===== config.mk =====
export PLATFORM = sky130hd
export DESIGN_NAME = hist_mem_scheduler
export DESIGN_NICKNAME = d
export VERILOG_FILES = /design/src/rtl/hist_mem_scheduler.sv
export SDC_FILE = /design/constraint.sdc
export NUM_CORES = 1
export LEC_CHECK = 0
export ABC_CLOCK_PERIOD_IN_PS = 2000
export BUFFER_PORTS_ARGS = -buffer_cell sky130_fd_sc_hd__buf_4
export CORE_ASPECT_RATIO = 0.7
export CORE_MARGIN = 2
export CORE_UTILIZATION = 30
export CTS_CLUSTER_SIZE = 28
export DETAILED_ROUTE_END_ITERATION = 6
export GPL_TIMING_DRIVEN = 0
export PLACE_DENSITY = 0.51
export REMOVE_ABC_BUFFERS = 1
export SYNTH_ARGS = -nofsm -noshare
export SYNTH_HDL_FRONTEND = slang
export SYNTH_SLANG_ARGS = --single-unit

===== constraint.sdc =====
create_clock -name clk -period 2 [get_ports clk]
set_input_delay 0 -clock clk [delete_from_list [all_inputs] [get_ports clk]]
set_output_delay 0 -clock clk [all_outputs]
set_load 0.02 [all_outputs]

===== src/rtl/hist_mem_scheduler.sv =====
// Histogram RAM sequencer: queues bin increments and serialises saturating read-modify-writes,
// host readouts and full-memory clear sweeps onto one single-port RAM.
module hist_mem_scheduler #(
    parameter int ADDR_W     = 8,
    parameter int CNT_W      = 16,
    parameter int FIFO_DEPTH = 4
) (
    input  logic              clk,
    input  logic              rst,
    input  logic              inc_valid,
    input  logic [ADDR_W-1:0] inc_addr,
    output logic [15:0]       drop_cnt,
    output logic [ADDR_W-1:0] ram_addr,
    output logic              ram_we,
    output logic [CNT_W-1:0]  ram_wdata,
    input  logic [CNT_W-1:0]  ram_rdata,
    input  logic              rd_req,
    input  logic [ADDR_W-1:0] rd_addr,
    output logic              rd_busy,
    output logic              rd_valid,
    output logic [CNT_W-1:0]  rd_data,
    input  logic              clear_req,
    output logic              clear_busy
);

    localparam int PW = $clog2(FIFO_DEPTH);
    localparam int OW = PW + 1;

    typedef enum logic [2:0] {
        IDLE     = 3'd0,
        INC_RD   = 3'd1,
        INC_WR   = 3'd2,
        HOST_RD  = 3'd3,
        HOST_RSP = 3'd4,
        CLEAR    = 3'd5
    } state_t;

    state_t            state_q, state_d;
    logic [ADDR_W-1:0] fifo_mem_q [FIFO_DEPTH];
    logic [PW-1:0]     wptr_q, rptr_q;
    logic [OW-1:0]     occ_q, occ_d;
    logic [15:0]       drop_q, drop_d;
    logic              rd_busy_q, rd_busy_d;
    logic [ADDR_W-1:0] rd_addr_q, rd_addr_d;
    logic [CNT_W-1:0]  rd_data_q;
    logic              clr_busy_q, clr_busy_d;
    logic [ADDR_W-1:0] clr_cnt_q, clr_cnt_d;
    logic [ADDR_W-1:0] addr_q;
    logic [CNT_W-1:0]  wdata_q;
    logic              last_inc_q, last_inc_d;
    logic              push, pop, fifo_nonempty, clr_done;

    // Occupancy is tested before the same-cycle pop, so a full queue drops even while draining.
    assign push          = inc_valid && (occ_q < OW'(FIFO_DEPTH));
    assign pop           = (state_q == INC_RD);
    assign fifo_nonempty = (occ_q != '0);

    always_comb begin
        state_d    = state_q;
        ram_addr   = addr_q;
        ram_we     = 1'b0;
        ram_wdata  = wdata_q;
        last_inc_d = last_inc_q;
        clr_cnt_d  = clr_cnt_q;
        clr_done   = 1'b0;
        case (state_q)
            IDLE: begin
                if (clr_busy_q) begin
                    state_d = CLEAR;
                end else if (fifo_nonempty && rd_busy_q) begin
                    state_d    = last_inc_q ? HOST_RD : INC_RD;
                    last_inc_d = !last_inc_q;
                end else if (fifo_nonempty) begin
                    state_d    = INC_RD;
                    last_inc_d = 1'b1;
                end else if (rd_busy_q) begin
                    state_d    = HOST_RD;
                    last_inc_d = 1'b0;
                end
            end
            INC_RD: begin
                ram_addr = fifo_mem_q[rptr_q];
                state_d  = INC_WR;
            end
            INC_WR: begin
                ram_we    = 1'b1;
                ram_wdata = (&ram_rdata) ? ram_rdata : ram_rdata + 1'b1;
                state_d   = IDLE;
            end
            HOST_RD: begin
                ram_addr = rd_addr_q;
                state_d  = HOST_RSP;
            end
            HOST_RSP: state_d = IDLE;
            CLEAR: begin
                ram_addr  = clr_cnt_q;
                ram_we    = 1'b1;
                ram_wdata = '0;
                clr_cnt_d = clr_cnt_q + 1'b1;
                if (&clr_cnt_q) begin
                    clr_done = 1'b1;
                    state_d  = IDLE;
                end
            end
            default: state_d = IDLE;
        endcase
    end

    always_comb begin
        occ_d      = occ_q + OW'(push) - OW'(pop);
        drop_d     = drop_q;
        rd_busy_d  = rd_busy_q;
        rd_addr_d  = rd_addr_q;
        clr_busy_d = clr_busy_q;
        if (inc_valid && !push && (drop_q != 16'hFFFF)) begin
            drop_d = drop_q + 16'd1;
        end
        if (!rd_busy_q && rd_req) begin
            rd_busy_d = 1'b1;
            rd_addr_d = rd_addr;
        end else if (state_q == HOST_RSP) begin
            rd_busy_d = 1'b0;
        end
        if (!clr_busy_q && clear_req) begin
            clr_busy_d = 1'b1;
        end else if (clr_done) begin
            clr_busy_d = 1'b0;
        end
    end

    // Read data is passed straight through in the response cycle so it lines up with rd_valid.
    assign rd_valid   = (state_q == HOST_RSP);
    assign rd_data    = rd_valid ? ram_rdata : rd_data_q;
    assign rd_busy    = rd_busy_q;
    assign clear_busy = clr_busy_q;
    assign drop_cnt   = drop_q;

    always_ff @(posedge clk) begin
        if (rst) begin
            state_q    <= IDLE;
            wptr_q     <= '0;
            rptr_q     <= '0;
            occ_q      <= '0;
            drop_q     <= '0;
            rd_busy_q  <= 1'b0;
            rd_addr_q  <= '0;
            rd_data_q  <= '0;
            clr_busy_q <= 1'b0;
            clr_cnt_q  <= '0;
            addr_q     <= '0;
            wdata_q    <= '0;
            last_inc_q <= 1'b0;
        end else begin
            state_q    <= state_d;
            occ_q      <= occ_d;
            drop_q     <= drop_d;
            rd_busy_q  <= rd_busy_d;
            rd_addr_q  <= rd_addr_d;
            rd_data_q  <= rd_data;
            clr_busy_q <= clr_busy_d;
            clr_cnt_q  <= clr_cnt_d;
            addr_q     <= ram_addr;
            wdata_q    <= ram_wdata;
            last_inc_q <= last_inc_d;
            if (push) wptr_q <= wptr_q + 1'b1;
            if (pop)  rptr_q <= rptr_q + 1'b1;
        end
    end

    always_ff @(posedge clk) begin
        if (push) fifo_mem_q[wptr_q] <= inc_addr;
    end

endmodule

==> results.txt, run 1 <==
status: finished with violations
failing checks: negative setup slack
unrepaired setup endpoints after global routing: yes
worst setup path class: flop to output port
Final Instance Area: 7560 sq um
routed vias/inst: 4.83
row count: 41
global route total overflow: 0
mean post-synth cell area: 9.77 sq um
CTS tree: done
die height: 116 um
Placeable Area: 17900 sq um
H-tree depth: 4
Critical path origin: state_q[0]$_SDFFE_PP0P_
CTS Buf Count: 17
Ys Warns: 0
reg2reg start: state_q[1]$_SDFFE_PP0P_
reg2reg end: occ_q[2]$_SDFF_PP0_
die area: 19100 sq um
# port buffers: 96
Max Buffers Root-to-Sink: 2
starting density of the core: 30.3%
filler instances: 1734
pre-CTS WS: -1.00 ns
Vias: 4538
Startpoint Class: flop
max-slew violations: 0
Final ANT Viol Nets: 0
met2 global-route usage: 23.2%
worst path arrival time: 2.07 ns
max_slew headroom: 39.9%
Synth Cell Area: 5410 sq um
setup_tns: -0.147 ns
GR Util All Layers: 15.5%
Core Util, Final: 42.3%
Reg area: 2720 sq um
R2R depth: 9
Starting DRT DRC Count: 281
post-route setup slack: -0.0654 ns
Max-cap violations: 0
maximum VDD drop: 0.360 mV
GR Layer Usage met1: 21.1%
hold slack: 0.0165 ns
clock latency on the worst-skew pair: 0.42 ns
ANT cells: 0
Reg2Reg Setup Slack: 0.09 ns
async set-reset flop share out of synthesis: 0%
Hold Crit Class: input pin to flop
number of synthesized register bits: 119
Post-synth top flop: dfxtp_1
Placer Congestion: 0.798
Clock transition at path regs: 0.06 ns
Residual DRC: 0
hpwl dp: 9650 um
routed wire length: 14500 um
Root Driver: clkbuf_16
crit path capture: ram_wdata[3]
clk sinks: 119
routed len/inst: 15.5 um
final setup violation count: 3
M3 GR Usage: 4.58%
Multi-input gate area: 2680 sq um
final period utilization: 103%
power per cell area: 1200 nW/um^2
largest net degree at the start of global routing: 85
GRT Max-Usage Layer: met2
Final Critical Period: 2.07 ns
Initial DRT Pass Iterations: 5
placed cell areas: 6310 sq um
share of cells above drive strength 1: 29.4%
measured slew at the worst slew-check pin: 0.902 ns
Worst Path Required: 2.00 ns
initial antenna violation count: 0
Post-Synthesis Cells: 554
final hold vios: 0
first-pass GRT wire length: 22400 um
vias in the first global route: 4320
Fmax achieved: 484 MHz
Die X: 165 um
worst clock skew: 0.00764 ns
IO Count: 97
Leak: 0.00297 uW
crit-path max FO: 4
Post-synth EDFFs: 32
synthesis-to-layout area growth: 39.6%
final layout net count: 738
Yosys cell types: 56
crit end category: output port
sequential fraction of the synthesis area: 49.9%
registers in the layout, indices dropped and copies added (netlist names), named ones only:
register and cells:
rd_busy 1, occ_q 3, state_q 3, rd_data_q 16, clear_busy 1, drop_cnt 16
last_inc_q 1, wdata_q 16, rd_addr_q 8, rptr_q 2, fifo_mem_q 32, addr_q 8
wptr_q 2, clr_cnt_q 8
metal layers:
metal | routed length [um] | vias to the layer above
met4 | 211 | 0
met5 | 0 | -
met2 | 6530 | 98
li1 | - | 2244
met3 | 587 | 22
met1 | 7210 | 2174
cells in the mapped netlist, types with 8 or more instances:
library cell / number / area, sq um
mux4_2: 8 / 180
nor3_1: 14 / 70.1
xor2_1: 15 / 131
clkbuf_1: 19 / 71.3
a21oi_1: 33 / 165
mux2_2: 16 / 180
ha_1: 9 / 113
nand3_1: 12 / 60.1
edfxtp_1: 32 / 961
inv_1: 12 / 45.0
dfxtp_1: 87 / 1740
o21ai_0: 30 / 150
nand4_1: 11 / 68.8
nor2_1: 56 / 210
nor2b_1: 38 / 238
xnor2_1: 13 / 114
nand2_1: 61 / 229
worst min-delay path by stage:
| stage | start | end | slack (ns) | cells after the start |
|---|---|---|---|---|
| 2_1_floorplan | rst | clr_cnt_q[1]$_SDFFE_PP0N_ | 0.07 | 1 |
| 3_3_place_gp | inc_addr[1] | fifo_mem_q[0][1]$_DFFE_PP_ | 0.20 | 1 |
| 3_5_place_dp | inc_addr[1] | fifo_mem_q[3][1]$_DFFE_PP_ | 0.21 | 1 |
| 4_1_cts | ram_rdata[10] | rd_data_q[10]$_SDFF_PP0_ | 0.001 | 3 |
| 5_1_grt | ram_rdata[9] | rd_data_q[9]$_SDFF_PP0_ | 0.02 | 3 |
| 6_report | ram_rdata[10] | rd_data_q[10]$_SDFF_PP0_ | 0.02 | 3 |
cell type report:
cell class	instances	area share, %
Inverter	12	0.679
Clock buffer	19	5.73
Multi-Input combinational cell	395	35.5
Tap cell	236	3.91
Clock inverter	13	2.38
Timing Repair Buffer	146	15.9
Sequential cell	119	36.0
cell families after synthesis:
kind of cell / after synthesis / share of synthesized area (%)
AO/OA/AOI/OAI: 97 / 11.1
XOR/XNOR: 28 / 4.53
adder cells (fa/ha/maj): 10 / 2.45
buffers and inverters: 41 / 3.01
flip-flops: 119 / 49.9
multiplexers: 28 / 7.40
AND/OR/NAND/NOR: 231 / 21.6
per-stage QoR:
stage	power, uW	std cells
finish	9060	940
global placement	5380	857
detailed placement	5430	857
CTS	9000	931
floorplan	4500	525
global route	9560	940
cell usage in the layout, fill, tap and decap left out, drive strengths merged, types with 13 or more instances in the layout:
| cell | n |
|---|---|
| nor2 | 58 |
| edfxtp | 32 |
| o21ai | 32 |
| buf | 121 |
| xnor2 | 13 |
| clkbuf | 19 |
| mux2 | 16 |
| xor2 | 15 |
| dlygate4sd3 | 25 |
| nand2 | 61 |
| nor2b | 38 |
| nor3 | 14 |
| a21oi | 33 |
| dfxtp | 87 |
power breakdown:
group | leakage [uW] | switching (uW) | internal (uW) | total (uW)
registers | 0.00100 | 237 | 2800 | 3040
clock network | 0.000283 | 1110 | 2070 | 3190
logic | 0.00168 | 1500 | 1330 | 2830
total | 0.00297 | 2850 | 6210 | 9060
worst max-delay path, cell delays in order, from the launching register on:
cell	delay, ns
dfxtp_4	0.36
buf_12	0.13
nor3b_4	0.21
buf_4	0.15
nand2_2	0.05
or4_4	0.45
o311ai_4	0.12
buf_6	0.17
what timing repair did:
| action | CTS | global route |
|---|---|---|
| hold buffers | 25 | 0 |
| gates resized for setup | 27 | 21 |
| endpoints found under the hold margin | 52 | 0 |
| pin swaps | 4 | 2 |
| cloned | 0 | 1 |
| endpoints found under the setup margin | 83 | 40 |
| buffers inserted | 17 | 8 |
Note: power is estimated with default switching activity, not from simulation.
==> run 2, diff against run 1 <==
--- a/config.mk
+++ b/config.mk
@@ -5,7 +5,7 @@
 export SDC_FILE = /design/constraint.sdc
 export NUM_CORES = 1
 export LEC_CHECK = 0
-export ABC_CLOCK_PERIOD_IN_PS = 2000
+export ABC_CLOCK_PERIOD_IN_PS = 1800
 export BUFFER_PORTS_ARGS = -buffer_cell sky130_fd_sc_hd__buf_4
 export CORE_ASPECT_RATIO = 0.7
 export CORE_MARGIN = 2
==> constraint.sdc (replaced) <==
create_clock -name clk -period 1.8 [get_ports clk]
set_input_delay 0 -clock clk [delete_from_list [all_inputs] [get_ports clk]]
set_output_delay 0 -clock clk [all_outputs]
set_load 0.02 [all_outputs]
==> results.txt, run 2 (synthesis gave the netlist of run 1 again) <==
post-route setup slack: -0.267 ns
Initial DRT Pass Iterations: 4
vias in the first global route: 4506
clk sinks: 119
clock latency on the worst-skew pair: 0.42 ns
H-tree depth: 4
unrepaired setup endpoints after global routing: yes
worst setup path class: flop to output port
Max-cap violations: 0
routed wire length: 15400 um
crit end category: output port
starting density of the core: 30.3%
Worst path max stage delay: 0.45 ns
Starting DRT DRC Count: 295
Residual DRC: 0
die height: 116 um
placed insts: 857
maximum VDD drop: 0.467 mV
hpwl dp: 9650 um
final hold vios: 0
Vias: 4706
power per cell area: 1310 nW/um^2
IO Count: 97
Final ANT Viol Nets: 0
Non-Filler Instances: 973
largest register by flop count: fifo_mem_q
placed cell areas: 6310 sq um
Hold Crit Class: input pin to flop
Die X: 165 um
largest net degree at the start of global routing: 85
max-slew violations: 0
measured slew at the worst slew-check pin: 0.941 ns
CTS Buf Count: 17
Final Instance Area: 8250 sq um
# port buffers: 96
most frequent cells in the layout: buf_4, dfxtp_1, nor2_1
Reg2Reg Setup Slack: -0.17 ns
Max Buffers Root-to-Sink: 2
global route total overflow: 0
Clock transition at path regs: 0.06 ns
Final Critical Period: 2.07 ns
CTS tree: done
max_slew headroom: 37.3%
status: finished with violations
max reg flops: 32
Placer Congestion: 0.798
Startpoint Class: flop
routed len/inst: 15.8 um
share of cells above drive strength 1: 37.9%
Worst Path Required: 1.80 ns
Root Driver: clkbuf_16
failing checks: negative setup slack
routed vias/inst: 4.84
ANT cells: 0
GR Util All Layers: 16.2%
worst clock skew: 0.00761 ns
CP max stage cell: or4_4
final layout net count: 771
crit-path max FO: 4
final period utilization: 115%
first-pass GRT wire length: 23500 um
row count: 41
initial antenna violation count: 0
worst path arrival time: 2.07 ns
Placeable Area: 17900 sq um
Leak: 0.00322 uW
crit-path cells: buf_12, nor3b_4, buf_4, nand2_2, or4_4, o311ai_4, buf_6
most common cell after layout, fill and taps aside: buf_4
final setup violation count: 47
synthesis-to-layout area growth: 52.5%
die area: 19100 sq um
Fmax achieved: 484 MHz
-- run 2: cell count changes in the layout (fill, tap and decap cells not counted), moves of 8 or more --
cell / before / now
mux2_2: 16 / 0
o21ai_0: 24 / 16
a21oi_2: 0 / 9
buf_4: 115 / 102
mux2_4: 0 / 16
a21oi_1: 33 / 23
buf_6: 4 / 45
-- run 2: per-layer routing --
| metal | share of wire, % | track usage [%] |
|---|---|---|
| met5 | 0 | 0 |
| met4 | 1.8 | 5.74 |
| met3 | 3.2 | 4.55 |
| met2 | 45 | 24.9 |
| met1 | 50 | 22.1 |
-- run 2: through the flow --
| stage | setup TNS [ns] | utilization, % | power (uW) | hold WS, ns | setup WS [ns] |
|---|---|---|---|---|---|
| after floorplan | -16.00 | - | 4990 | 0.0691 | -0.739 |
| after global placement | -68.84 | 35.3 | 5970 | 0.201 | -1.97 |
| after detailed placement | -48.87 | 35.4 | 6040 | 0.208 | -1.20 |
| after CTS | -5.72 | 44.4 | 10600 | 0.00275 | -0.273 |
| after global routing | -10.26 | 46.2 | 11400 | 0.0252 | -0.343 |
| final | -6.36 | 46.2 | 10800 | 0.0153 | -0.267 |
-- run 2: cell type report --
cell class                      count  area, sq um
Clock buffer                       19          433
Clock inverter                     13          180
Fill cell                        1647         9600
Inverter                           12         55.1
Multi-Input combinational cell    395         2940
Sequential cell                   119         2720
Tap cell                          236          295
Timing Repair Buffer              178         1620
Timing Repair inverter              1         5.00
-- run 2: final timing paths --
| path | from | end | cells past startpoint |
|---|---|---|---|
| worst max-delay path | state_q[0]$_SDFFE_PP0P_ | ram_wdata[3] | 7 |
| worst min-delay path | ram_rdata[8] | rd_data_q[8]$_SDFF_PP0_ | 3 |
| worst min register to register | wdata_q[11]$_SDFF_PP0_ | wdata_q[11]$_SDFF_PP0_ | 2 |
| worst max register to register | state_q[0]$_SDFFE_PP0P_ | clr_cnt_q[7]$_SDFFE_PP0N_ | 11 |
-- run 2: report_power, final --
part / internal (uW) / switching [uW] / leakage, uW / total, uW
Sequential: 3110 / 271 / 0.00100 / 3390
Combinational: 1970 / 1930 / 0.00194 / 3890
Clock: 2300 / 1240 / 0.000283 / 3540
-- run 2: critical path, delay by kind of cell, from the launching register on --
kind | cells | cell delay [ns]
flops | 1 | 0.37
simple gates | 3 | 0.71
buf+inv | 3 | 0.46
compound gates | 1 | 0.12
-- run 2: repair_timing --
| item | CTS | global route |
|---|---|---|
| setup buffers | 38 | 23 |
| endpoints found under the hold margin | 53 | 0 |
| pin swaps | 18 | 33 |
| hold buffers | 26 | 0 |
| cloned | 3 | 1 |
| endpoints found under the setup margin | 100 | 58 |
| gates resized for setup | 107 | 63 |
